===== src/rtl/pb_uart_rx_pkg.sv =====
// Shared types and helpers for the simulation-side UART receive monitor.
// Optional feature macro: PB_UART_RX_PARITY_EN (even parity bit, 8E1 framing).
package pb_uart_rx_pkg;

    localparam int DataBits = 8;

    typedef enum logic [2:0] {
        IDLE,
        START,
        DATA,
        PARITY,
        STOP,
        BREAK
    } rx_state_e;

    // Width of the per-bit sample counter; never narrower than one bit.
    function automatic int clk_cnt_w(input int clkPerBit);
        if (clkPerBit <= 2) begin
            return 1;
        end
        return $clog2(clkPerBit);
    endfunction

endpackage


===== src/rtl/pb_uart_rx_monitor_if.sv =====
// Byte handshake between the UART receive monitor and the bench console printer.
// The monitor drives the head byte and its valid flag; the printer answers with ready.
interface pb_uart_rx_monitor_if;
    import pb_uart_rx_pkg::*;

    logic [DataBits-1:0] byte_o;
    logic                byte_valid_o;
    logic                byte_ready_i;

    modport master (
        output byte_o,
        output byte_valid_o,
        input  byte_ready_i
    );

    modport slave (
        input  byte_o,
        input  byte_valid_o,
        output byte_ready_i
    );

endinterface


===== src/rtl/pb_uart_rx_fifo.sv =====
// Small synchronous receive FIFO with a sticky overflow flag.
// A clear in the same cycle as a push leaves only the pushed byte in the FIFO.
module pb_uart_rx_fifo #(
    parameter int Depth = 8,
    parameter int Width = 8
) (
    input  logic             clk_i,
    input  logic             rst_ni,
    input  logic             clear_i,
    input  logic             push_i,
    input  logic [Width-1:0] data_i,
    input  logic             pop_i,
    output logic [Width-1:0] data_o,
    output logic             valid_o,
    output logic             overflow_o
);

    localparam int PtrW = $clog2(Depth);
    localparam logic [PtrW:0] DepthCnt = (PtrW + 1)'(Depth);

    logic [Width-1:0] mem_q [Depth];
    logic [PtrW-1:0]  wrPtr_q, wrPtr_d;
    logic [PtrW-1:0]  rdPtr_q, rdPtr_d;
    logic [PtrW:0]    count_q, count_d;
    logic             overflow_q, overflow_d;
    logic             full;
    logic             doPop;
    logic             doPush;
    logic             writeEn;
    logic [PtrW-1:0]  writeAddr;

    // Decide which pushes/pops are accepted and compute the next pointer/count/overflow values.
    always_comb begin
        full      = (count_q == DepthCnt);
        doPop     = pop_i && (count_q != '0);
        doPush    = push_i && (!full || doPop);
        wrPtr_d   = wrPtr_q;
        rdPtr_d   = rdPtr_q;
        count_d   = count_q;
        overflow_d = overflow_q;
        writeEn   = doPush;
        writeAddr = wrPtr_q;
        if (clear_i) begin
            writeEn    = push_i;
            writeAddr  = '0;
            wrPtr_d    = push_i ? PtrW'(1) : '0;
            rdPtr_d    = '0;
            count_d    = push_i ? (PtrW + 1)'(1) : '0;
            overflow_d = 1'b0;
        end else begin
            wrPtr_d    = wrPtr_q + PtrW'(doPush);
            rdPtr_d    = rdPtr_q + PtrW'(doPop);
            count_d    = count_q + (PtrW + 1)'(doPush) - (PtrW + 1)'(doPop);
            overflow_d = overflow_q | (push_i && !doPush);
        end
    end

    // Pointer, occupancy and overflow registers.
    always_ff @(posedge clk_i or negedge rst_ni) begin
        if (!rst_ni) begin
            wrPtr_q    <= '0;
            rdPtr_q    <= '0;
            count_q    <= '0;
            overflow_q <= 1'b0;
        end else begin
            wrPtr_q    <= wrPtr_d;
            rdPtr_q    <= rdPtr_d;
            count_q    <= count_d;
            overflow_q <= overflow_d;
        end
    end

    // Storage array; contents are only visible through data_o while the FIFO is non-empty.
    always_ff @(posedge clk_i) begin
        if (writeEn) begin
            mem_q[writeAddr] <= data_i;
        end
    end

    assign valid_o    = (count_q != '0);
    assign data_o     = valid_o ? mem_q[rdPtr_q] : '0;
    assign overflow_o = overflow_q;

endmodule


===== src/rtl/pb_uart_rx_monitor.sv =====
// Simulation-side UART receiver: synchronizes rx_i, deframes bytes and buffers them in a FIFO.
// Optional feature macro: PB_UART_RX_PARITY_EN adds an even parity bit (11 bit periods per frame).
module pb_uart_rx_monitor
    import pb_uart_rx_pkg::*;
#(
    parameter int ClkPerBit = 16,
    parameter int FifoDepth = 8
) (
    input  logic                        clk_i,
    input  logic                        rst_ni,
    input  logic                        rx_i,
    input  logic                        clear_i,
    pb_uart_rx_monitor_if.master        byte_if,
    output logic                        reading_byte_o,
    output logic                        frame_err_o,
    output logic                        overflow_o
);

    localparam int CntW = clk_cnt_w(ClkPerBit);
    localparam logic [CntW-1:0] HalfCnt = CntW'(ClkPerBit / 2);
    localparam logic [CntW-1:0] LastCnt = CntW'(ClkPerBit - 1);

    if (ClkPerBit < 4) begin : gBadClkPerBit
        $fatal(1, "pb_uart_rx_monitor: ClkPerBit must be at least 4");
    end
    if ((FifoDepth < 2) || ((FifoDepth & (FifoDepth - 1)) != 0)) begin : gBadFifoDepth
        $fatal(1, "pb_uart_rx_monitor: FifoDepth must be a power of two and at least 2");
    end

    rx_state_e             state_q, state_d;
    logic [CntW-1:0]       cnt_q, cnt_d;
    logic [2:0]            bitIdx_q, bitIdx_d;
    logic [DataBits-1:0]   shift_q, shift_d;
    logic                  frameErr_q, frameErr_d;
    logic                  rxMeta_q, rxSync_q, rxPrev_q;
    logic                  pushByte;
`ifdef PB_UART_RX_PARITY_EN
    logic                  parityErr_q, parityErr_d;
`endif

    // Two-flop synchronizer for the asynchronous line plus a delayed copy for falling-edge detection.
    always_ff @(posedge clk_i or negedge rst_ni) begin
        if (!rst_ni) begin
            rxMeta_q <= 1'b1;
            rxSync_q <= 1'b1;
            rxPrev_q <= 1'b1;
        end else begin
            rxMeta_q <= rx_i;
            rxSync_q <= rxMeta_q;
            rxPrev_q <= rxSync_q;
        end
    end

    // Receiver state, sample counter, bit index, shift register and error flags.
    always_ff @(posedge clk_i or negedge rst_ni) begin
        if (!rst_ni) begin
            state_q     <= IDLE;
            cnt_q       <= '0;
            bitIdx_q    <= '0;
            shift_q     <= '0;
            frameErr_q  <= 1'b0;
`ifdef PB_UART_RX_PARITY_EN
            parityErr_q <= 1'b0;
`endif
        end else begin
            state_q     <= state_d;
            cnt_q       <= cnt_d;
            bitIdx_q    <= bitIdx_d;
            shift_q     <= shift_d;
            frameErr_q  <= frameErr_d;
`ifdef PB_UART_RX_PARITY_EN
            parityErr_q <= parityErr_d;
`endif
        end
    end

    // Frame sequencing: mid-bit sampling, LSB-first shifting and stop-bit validation.
    always_comb begin
        state_d     = state_q;
        cnt_d       = (cnt_q == LastCnt) ? '0 : cnt_q + CntW'(1);
        bitIdx_d    = bitIdx_q;
        shift_d     = shift_q;
        frameErr_d  = 1'b0;
        pushByte    = 1'b0;
`ifdef PB_UART_RX_PARITY_EN
        parityErr_d = parityErr_q;
`endif
        case (state_q)
            IDLE: begin
                cnt_d = '0;
                if (rxPrev_q && !rxSync_q) begin
                    state_d = START;
                end
            end
            START: begin
                if (cnt_q == HalfCnt) begin
                    if (rxSync_q) begin
                        state_d = IDLE;
                    end else begin
                        state_d  = DATA;
                        cnt_d    = '0;
                        bitIdx_d = '0;
                    end
                end
            end
            DATA: begin
                if (cnt_q == LastCnt) begin
                    shift_d  = {rxSync_q, shift_q[DataBits-1:1]};
                    bitIdx_d = bitIdx_q + 3'd1;
                    if (bitIdx_q == 3'd7) begin
`ifdef PB_UART_RX_PARITY_EN
                        state_d = PARITY;
`else
                        state_d = STOP;
`endif
                    end
                end
            end
`ifdef PB_UART_RX_PARITY_EN
            PARITY: begin
                if (cnt_q == LastCnt) begin
                    parityErr_d = rxSync_q ^ (^shift_q);
                    state_d     = STOP;
                end
            end
`endif
            STOP: begin
                if (cnt_q == LastCnt) begin
`ifdef PB_UART_RX_PARITY_EN
                    if (rxSync_q && !parityErr_q) begin
`else
                    if (rxSync_q) begin
`endif
                        pushByte = 1'b1;
                    end else begin
                        frameErr_d = 1'b1;
                    end
                    state_d = rxSync_q ? IDLE : BREAK;
                end
            end
            BREAK: begin
                if (rxSync_q) begin
                    state_d = IDLE;
                end
            end
            default: begin
                state_d = IDLE;
            end
        endcase
    end

    pb_uart_rx_fifo #(
        .Depth (FifoDepth),
        .Width (DataBits)
    ) u_fifo (
        .clk_i      (clk_i),
        .rst_ni     (rst_ni),
        .clear_i    (clear_i),
        .push_i     (pushByte),
        .data_i     (shift_q),
        .pop_i      (byte_if.byte_ready_i),
        .data_o     (byte_if.byte_o),
        .valid_o    (byte_if.byte_valid_o),
        .overflow_o (overflow_o)
    );

    assign reading_byte_o = (state_q != IDLE) && (state_d != IDLE);
    assign frame_err_o    = frameErr_q;

endmodule

===== src/flat_wrapper.sv =====
// flat-port wrapper written by rule: the top's interface ports become plain ports
module pb_uart_rx_monitor_flat import pb_uart_rx_pkg::*;
#(
    parameter int ClkPerBit = 16,
    parameter int FifoDepth = 8
)
  (clk_i, rst_ni, rx_i, clear_i, reading_byte_o, frame_err_o, overflow_o, byte_if_byte_o, byte_if_byte_valid_o, byte_if_byte_ready_i);
  pb_uart_rx_monitor_if byte_if_i ();
  input  logic clk_i;
  input  logic rst_ni;
  input  logic rx_i;
  input  logic clear_i;
  output logic reading_byte_o;
  output logic frame_err_o;
  output logic overflow_o;
  output wire logic [$bits(byte_if_i.byte_o)-1:0] byte_if_byte_o;
  output wire logic [$bits(byte_if_i.byte_valid_o)-1:0] byte_if_byte_valid_o;
  input wire logic [$bits(byte_if_i.byte_ready_i)-1:0] byte_if_byte_ready_i;
  assign byte_if_byte_o = byte_if_i.byte_o;
  assign byte_if_byte_valid_o = byte_if_i.byte_valid_o;
  assign byte_if_i.byte_ready_i = byte_if_byte_ready_i;
  pb_uart_rx_monitor #(.ClkPerBit(ClkPerBit), .FifoDepth(FifoDepth)) u_core (.clk_i(clk_i), .rst_ni(rst_ni), .rx_i(rx_i), .clear_i(clear_i), .byte_if(byte_if_i), .reading_byte_o(reading_byte_o), .frame_err_o(frame_err_o), .overflow_o(overflow_o));
endmodule

===== config.mk =====
export PLATFORM = sky130hd
export DESIGN_NAME = pb_uart_rx_monitor_flat
export DESIGN_NICKNAME = d
export VERILOG_FILES = /design/src/rtl/pb_uart_rx_pkg.sv /design/src/rtl/pb_uart_rx_monitor_if.sv /design/src/rtl/pb_uart_rx_fifo.sv /design/src/rtl/pb_uart_rx_monitor.sv /design/src/flat_wrapper.sv
export SDC_FILE = /design/constraint.sdc
export NUM_CORES = 1
export LEC_CHECK = 0
export BUFFER_PORTS_ARGS = -buffer_cell sky130_fd_sc_hd__buf_2
export CAP_MARGIN = 20
export CELL_PAD_IN_SITES_DETAIL_PLACEMENT = 2
export CELL_PAD_IN_SITES_GLOBAL_PLACEMENT = 2
export CORE_MARGIN = 2
export CORE_UTILIZATION = 46
export DETAILED_ROUTE_END_ITERATION = 8
export GPL_TIMING_DRIVEN = 0
export PLACE_DENSITY_LB_ADDON = 0.1
export SYNTH_ARGS = -nofsm -noshare
export SYNTH_HDL_FRONTEND = slang
export SYNTH_SLANG_ARGS = --single-unit

===== constraint.sdc =====
create_clock -name clk_i -period 2.6 [get_ports clk_i]
set_input_delay 0 -clock clk_i [delete_from_list [all_inputs] [get_ports clk_i]]
set_output_delay 0 -clock clk_i [all_outputs]
set_load 0.02 [all_outputs]

==> results.md, run 1 <==
* Outcome: completed
* Core area at 8721 µm²
* Worst Tran Pin Value at 0.9096 ns
* Ys Warns at 0
* Layout cells sized above 1 at 29.79%
* WP data arrival at 2.81 ns
* CP max stage delay at 0.53 ns
* EDFF count, synth at 64
* Global Route Usage Sum at 20.25%
* Hold_ws at 0.1471 ns
* Leading cell type by number of instances after synthesis: edfxtp_1
* Wire per inst at 23.13 µm
* First DRT Iteration DRCs at 65
* Crit path capture type: register
* Final number of setup-violating endpoints at 0
* Top cell type's share of synthesized area at 46.32%
* Cell area after synthesis at 4149 µm²
* Clk_skew at 0.01489 ns
* Nets at 307
* Synth Area per Inst at 16.53 µm²
* I/O Buffers at 16
* Clock power share at 24.2%
* Final-layout fill cell count at 787
* Maximum root-to-sink buffer count at 2
* FMAX at 398.5 MHz
* Endpoints failing hold at 0
* Leakage power at 1.789 nW
* DRT met1 WL at 4055 µm
* Final estimated routing congestion in global placement at 0.7336
* Cell taking the most area after synthesis: edfxtp_1
* Antenna viol nets, final at 0
* Period utilisation layout at 96.52%
* Metal2 WL at 4846 µm
* Pre-antenna DRT Iters at 4
* Peak VDD IR at 0.5266 mV
* CP max-delay cell: fa_2
* DRT Wirelength at 9253 µm
* Design area at 4659 µm²
* Die Ht at 98.97 µm
* Drt via density at 5.503
* Count of cell types in the netlist at 48
* I/O pin total at 17
* RSZ-0062 raised after global routing: yes
* Logic gate share of total power at 27.7%
* Reg power frac at 48.1%
* Main synth FF type: edfxtp_1
* Mapped Cells at 251
* GR Overflow Total at 0
* CTS tree: yes
* CTS root buf: clkbuf_8
* Ranking of synthesized cells by area: edfxtp_1 46%, dfrtp_1 18%, mux4_2 8.7%
* Initial antenna violation count at 0
* N_diodes at 0
* Synth cell count leaders: 64 x edfxtp_1, 30 x dfrtp_1, 20 x nor2_1
* Top Metal Used: met4
* Crit path required time at 2.90 ns
* Row count at 34
* H-tree depth at 3
* Total power at 3.716 mW
* Critical path's top delay family: adder cells
* # Max-Cap Violations at 0
* Most Frequent Cell on Critical Path: ha_1
* Crit path kind: reg2reg
* Async SR Flop Fraction at 34.02%
* Worst-path clk slew at 0.10 ns
* Bufs and invs on worst path at 2
* Total nets after synthesis at 271
* Initial core utilization at 47.58%
* DP Area at 4387 µm²
* Max_slew headroom at 39.03%
* Hold crit path type: in2reg
* Sw Ratio at 32.45%
* Area Overhead vs Synth at 12.30%
* DRC at 0
* Int Power at 2.510 mW
* Min cycle time layout at 2.509 ns
* Global-route wire length before repair at 14630 µm
* DP HPWL at 6126 µm
* DR WL met3 at 188 µm
* # clock sinks at 97
* Total number of vias at 2201
* Worst skew pair latency at 0.37 ns
* Sequential-to-total area share from yosys stat at 66.31%
* TritonCTS Buffers at 9
* DIE AREA at 9795 µm²
* Slew Viols, Final at 0
* Yosys reg bits at 97
* Vias in the first global route at 2532
* Switch Pwr at 1.206 mW
* Die width at 98.97 µm
* Pin count of the biggest net entering global routing at 34
* Final setup TNS at 0 ns
* CP Launch Type: register
* CP Cell Sequence: ha_4 -> nand3_2 -> nor4_4 -> buf_4 -> nand2_4 -> ha_1 -> inv_1 -> ha_1 -> fa_2 -> nor2b_1
* Crit Path Max Fanout at 5
* PwrDens at 797.5 nW/µm²
state kept, by name (all words and copies together) (netlist names):
name,flops
u_core.rxSync_q,1
u_core.u_fifo.mem_q,64
u_core.u_fifo.count_q,4
u_core.state_q,3
u_core.bitIdx_q,3
u_core.u_fifo.rdPtr_q,3
u_core.shift_q,8
u_core.cnt_q,4
u_core.u_fifo.wrPtr_q,3
u_core.frame_err_o,1
u_core.rxMeta_q,1
u_core.rxPrev_q,1
u_core.u_fifo.overflow_o,1
cell usage in the layout (no fill, tap or decap), types with 4 or more instances in the layout:
master and n:
nor2_1 17, a21oi_1 6, mux2_1 8, dfrtp_1 30
buf_2 18, inv_1 10, xnor2_1 5, buf_4 9
mux2i_1 8, nand2_1 4, nor2b_1 6, ha_1 13
mux4_2 16, clkbuf_8 9, edfxtp_1 64
final timing paths:
check,from,slack (ns),depth (start not counted),endpoint
min in group asynchronous,rst_ni,0.25,2,u_core.u_fifo.count_q[2]
setup reg to reg,u_core.cnt_q[1],0.09,10,u_core.u_fifo.count_q[1]
hold reg to reg,u_core.rxMeta_q,0.36,0,u_core.rxSync_q
setup / recovery,u_core.cnt_q[1],0.09,10,u_core.u_fifo.count_q[1]
hold / removal,byte_if_byte_ready_i,0.15,4,u_core.u_fifo.rdPtr_q[0]
max in group asynchronous,rst_ni,1.83,2,u_core.shift_q[7]
power groups by stage:
stage / sequential [mW] / clock, mW / combinational, mW
floorplan: 1.79 / 0 / 0.728
global placement: 1.81 / 0 / 0.957
detailed placement: 1.82 / 0 / 1.01
CTS: 1.78 / 0.910 / 1.03
global route: 1.80 / 0.959 / 1.16
finish: 1.79 / 0.899 / 1.03
kinds of logic after synthesis:
kind of cell             after synthesis  synth area share [%]
adder cells (fa/ha/maj)               15                 4.705
flip-flops                            97                 66.31
AND/OR/NAND/NOR                       61                 8.685
multiplexers                          35                 13.60
AO/OA/AOI/OAI                         18                 3.197
XOR/XNOR                               5                 1.055
buffers and inverters                 20                 2.443
worst register-to-register path: cells and delay by family, from the launching register on:
kind                     cells  cell delay [ns]
flip-flops                   1             0.43
AND/OR/NAND/NOR              4             0.59
adder cells (fa/ha/maj)      4             1.20
buffers and inverters        2             0.22
area by class of cell:
class	count	area, µm²	area share (%)
Sequential cell	97	2751	59.05
Tap cell	108	135.1	2.900
Timing Repair Buffer	26	162.7	3.491
Clock inverter	6	43.79	0.9398
Clock buffer	10	127.6	2.739
Buffer	8	56.30	1.208
Inverter	11	41.29	0.8861
Multi-Input combinational cell	134	1341	28.79
through the flow:
step                setup slack, ns  cells  utilization [%]
finish                      0.09060    400            53.43
global route               -0.05397    400            53.43
detailed placement          -0.3000    376            50.30
global placement            -0.5126    375            50.04
floorplan                    0.1464    251                -
CTS                         0.01679    397            52.87
per-layer routing:
| metal | global-route usage, % | up-vias |
|---|---|---|
| met4 | 6.217 | 0 |
| li1 | - | 1010 |
| met2 | 35.24 | 25 |
| met1 | 26.10 | 1152 |
| met5 | 0 | - |
| met3 | 3.404 | 14 |
timing repair:
item | CTS | global route
hold buffers | 3 | 0
gates resized for setup | 2 | 7
hold endpoints to repair | 33 | 0
setup buffers | 3 | 3
pin swaps | 1 | 2
setup endpoints to repair | 51 | 13
No activity file was read; power rests on OpenSTA's default activity.
==> run 2, diff against run 1 <==
==> constraint.sdc (replaced) <==
create_clock -name clk_i -period 2.6 [get_ports clk_i]
set_input_delay 0.52 -clock clk_i [delete_from_list [all_inputs] [get_ports clk_i]]
set_output_delay 0.52 -clock clk_i [all_outputs]
set_load 0.02 [all_outputs]
==> run 2 against run 1 <==
Effect of this change: sequential share of layout area fell by 0.33 points; via count rose by 2.0%; wire length grew 0.22%; die area did not move; combinational power is 8% higher; non-clock buffer count grew 2; clock power is essentially flat; worst hold slack better by 0.080 ns; sequential cell count did not move; critical endpoint unchanged; core utilization is 0.30 points higher.
==> results.md, run 2 (synthesis gave the netlist of run 1 again) <==
* Pre-antenna DRT Iters at 4
* CTS root buf: clkbuf_8
* Logic gate share of total power at 29.2%
* Util after Layout at 53.73%
* Final cell count without fillers at 402
* Cells after DPL at 376
* Row count at 34
* CP Launch Type: register
* Design area at 4686 µm²
* R2R Setup Slk at 0.1 ns
* Antenna viol nets, final at 0
* Switch Pwr at 1.220 mW
* Total number of vias at 2245
* Crit path kind: reg2reg
* Leakage power at 1.806 nW
* Hold crit path type: in2async
* Global-route wire length before repair at 14550 µm
* Biggest register: u_core.u_fifo.mem_q
* First DRT Iteration DRCs at 76
* Peak VDD IR at 0.5247 mV
* CTS tree: yes
* H-tree depth at 3
* RSZ-0062 raised after global routing: yes
* TritonCTS Buffers at 9
* CP Cell Sequence: ha_4 -> nand3_2 -> nor4_4 -> buf_4 -> nand2_4 -> ha_1 -> inv_1 -> ha_1 -> fa_2 -> nor2b_1
* DP Area at 4387 µm²
* WP data arrival at 2.80 ns
* Initial antenna violation count at 0
* Period utilisation layout at 96.21%
* Layout cells sized above 1 at 31.29%
* Outcome: completed
* Clock power share at 23.6%
* Worst Tran Pin Value at 0.9176 ns
* Final number of setup-violating endpoints at 0
* Wire per inst at 23.07 µm
* Crit Path Max Fanout at 5
* FMAX at 399.8 MHz
* GR Overflow Total at 0
* Clk_skew at 0.01239 ns
* Registers with the most flip-flops: u_core.u_fifo.mem_q: 64 flops, u_core.shift_q: 8 flops
* I/O Buffers at 16
* Endpoints failing hold at 0
* Most Frequent Cell on Critical Path: ha_1
* # clock sinks at 97
* Die width at 98.97 µm
* Commonest non-fill, non-tap cell in the layout: edfxtp_1
* Global Route Usage Sum at 20.13%
* DRC at 0
* Drt via density at 5.585
* DIE AREA at 9795 µm²
* Worst skew pair latency at 0.37 ns
* Hold_ws at 0.2270 ns
* N_diodes at 0
* Reg power frac at 47.2%
* Maximum root-to-sink buffer count at 2
* Min cycle time layout at 2.502 ns
* CP max-delay cell: fa_2
* Crit path capture type: register
* Die Ht at 98.97 µm
* Sw Ratio at 32.19%
* Initial core utilization at 47.58%
* Vias in the first global route at 2516
* Slew Viols, Final at 0
* Total power at 3.791 mW
* Nets at 309
* Int Power at 2.571 mW
* Highest-count cells in the layout ignoring fill and taps: 64 x edfxtp_1, 30 x dfrtp_1, 17 x nor2_1, 17 x buf_2, 16 x mux4_2
* # Max-Cap Violations at 0
* CP max stage delay at 0.53 ns
* Final estimated routing congestion in global placement at 0.7336
* DRT Wirelength at 9273 µm
* PwrDens at 809.1 nW/µm²
* Pin count of the biggest net entering global routing at 34
* DP HPWL at 6126 µm
* Core area at 8721 µm²
* Largest register FFs at 64
* Crit path required time at 2.90 ns
* Max_slew headroom at 38.50%
* Area Overhead vs Synth at 12.94%
* I/O pin total at 17
* Worst-path clk slew at 0.10 ns
[run 2: cell types whose count changed in the layout (fill, tap and decap cells not counted), sizes merged]
cell	before	now
buf	29	34
dlygate4sd3	3	0
[run 2: layer usage]
layer | wire length [µm] | global-route usage, % | vias to the layer above
met4 | 163 | 6.217 | 0
li1 | - | - | 1018
met3 | 201 | 3.404 | 16
met1 | 4011 | 26.01 | 1183
met2 | 4896 | 34.93 | 28
met5 | 0 | 0 | -
[run 2: final cells by class]
cell class / count / area [µm²]
Fill cell: 790 / 4035
Inverter: 11 / 41.29
Multi-Input combinational cell: 134 / 1341
Tap cell: 108 / 135.1
Buffer: 8 / 75.07
Clock buffer: 10 / 127.6
Sequential cell: 97 / 2751
Timing Repair Buffer: 28 / 170.2
Clock inverter: 6 / 43.79
[run 2: power by group through the flow]
stage	Combinational (mW)	Sequential [mW]	Clock (mW)
global route	1.24	1.80	0.963
global placement	0.957	1.81	0
finish	1.11	1.79	0.896
floorplan	0.728	1.79	0
detailed placement	1.01	1.82	0
CTS	1.03	1.78	0.910
[run 2: final timing paths]
check                                           endpoint            start  depth (start not counted)
worst max-delay path            u_core.u_fifo.count_q[1]  u_core.cnt_q[1]                         10
worst min-delay path            u_core.u_fifo.count_q[3]           rst_ni                          1
worst max register to register  u_core.u_fifo.count_q[1]  u_core.cnt_q[1]                         10
worst min register to register           u_core.rxSync_q  u_core.rxMeta_q                          0
max in group asynchronous              u_core.shift_q[7]           rst_ni                          1
min in group clk_i                       u_core.rxMeta_q             rx_i                          1
[run 2: repair_timing]
action	in CTS	in global routing
hold buffers	0	0
resized for setup	3	11
pin swaps	1	2
setup endpoints to repair	59	22
buffers inserted	3	8
[run 2: stage by stage]
step,setup slack [ns],TNS [ns]
after detailed placement,-0.3000,-4.533
after CTS,0.005998,0
after floorplan,0.1464,0
after global routing,-0.05154,-0.1563
after global placement,-0.5126,-13.36
final,0.09846,0
[run 2: worst max-delay path, delay by kind of cell (launching register included)]
kind | cells | cell delay [ns]
simple gates | 4 | 0.58
fa+ha+maj | 4 | 1.20
flops | 1 | 0.43
buf+inv | 2 | 0.22
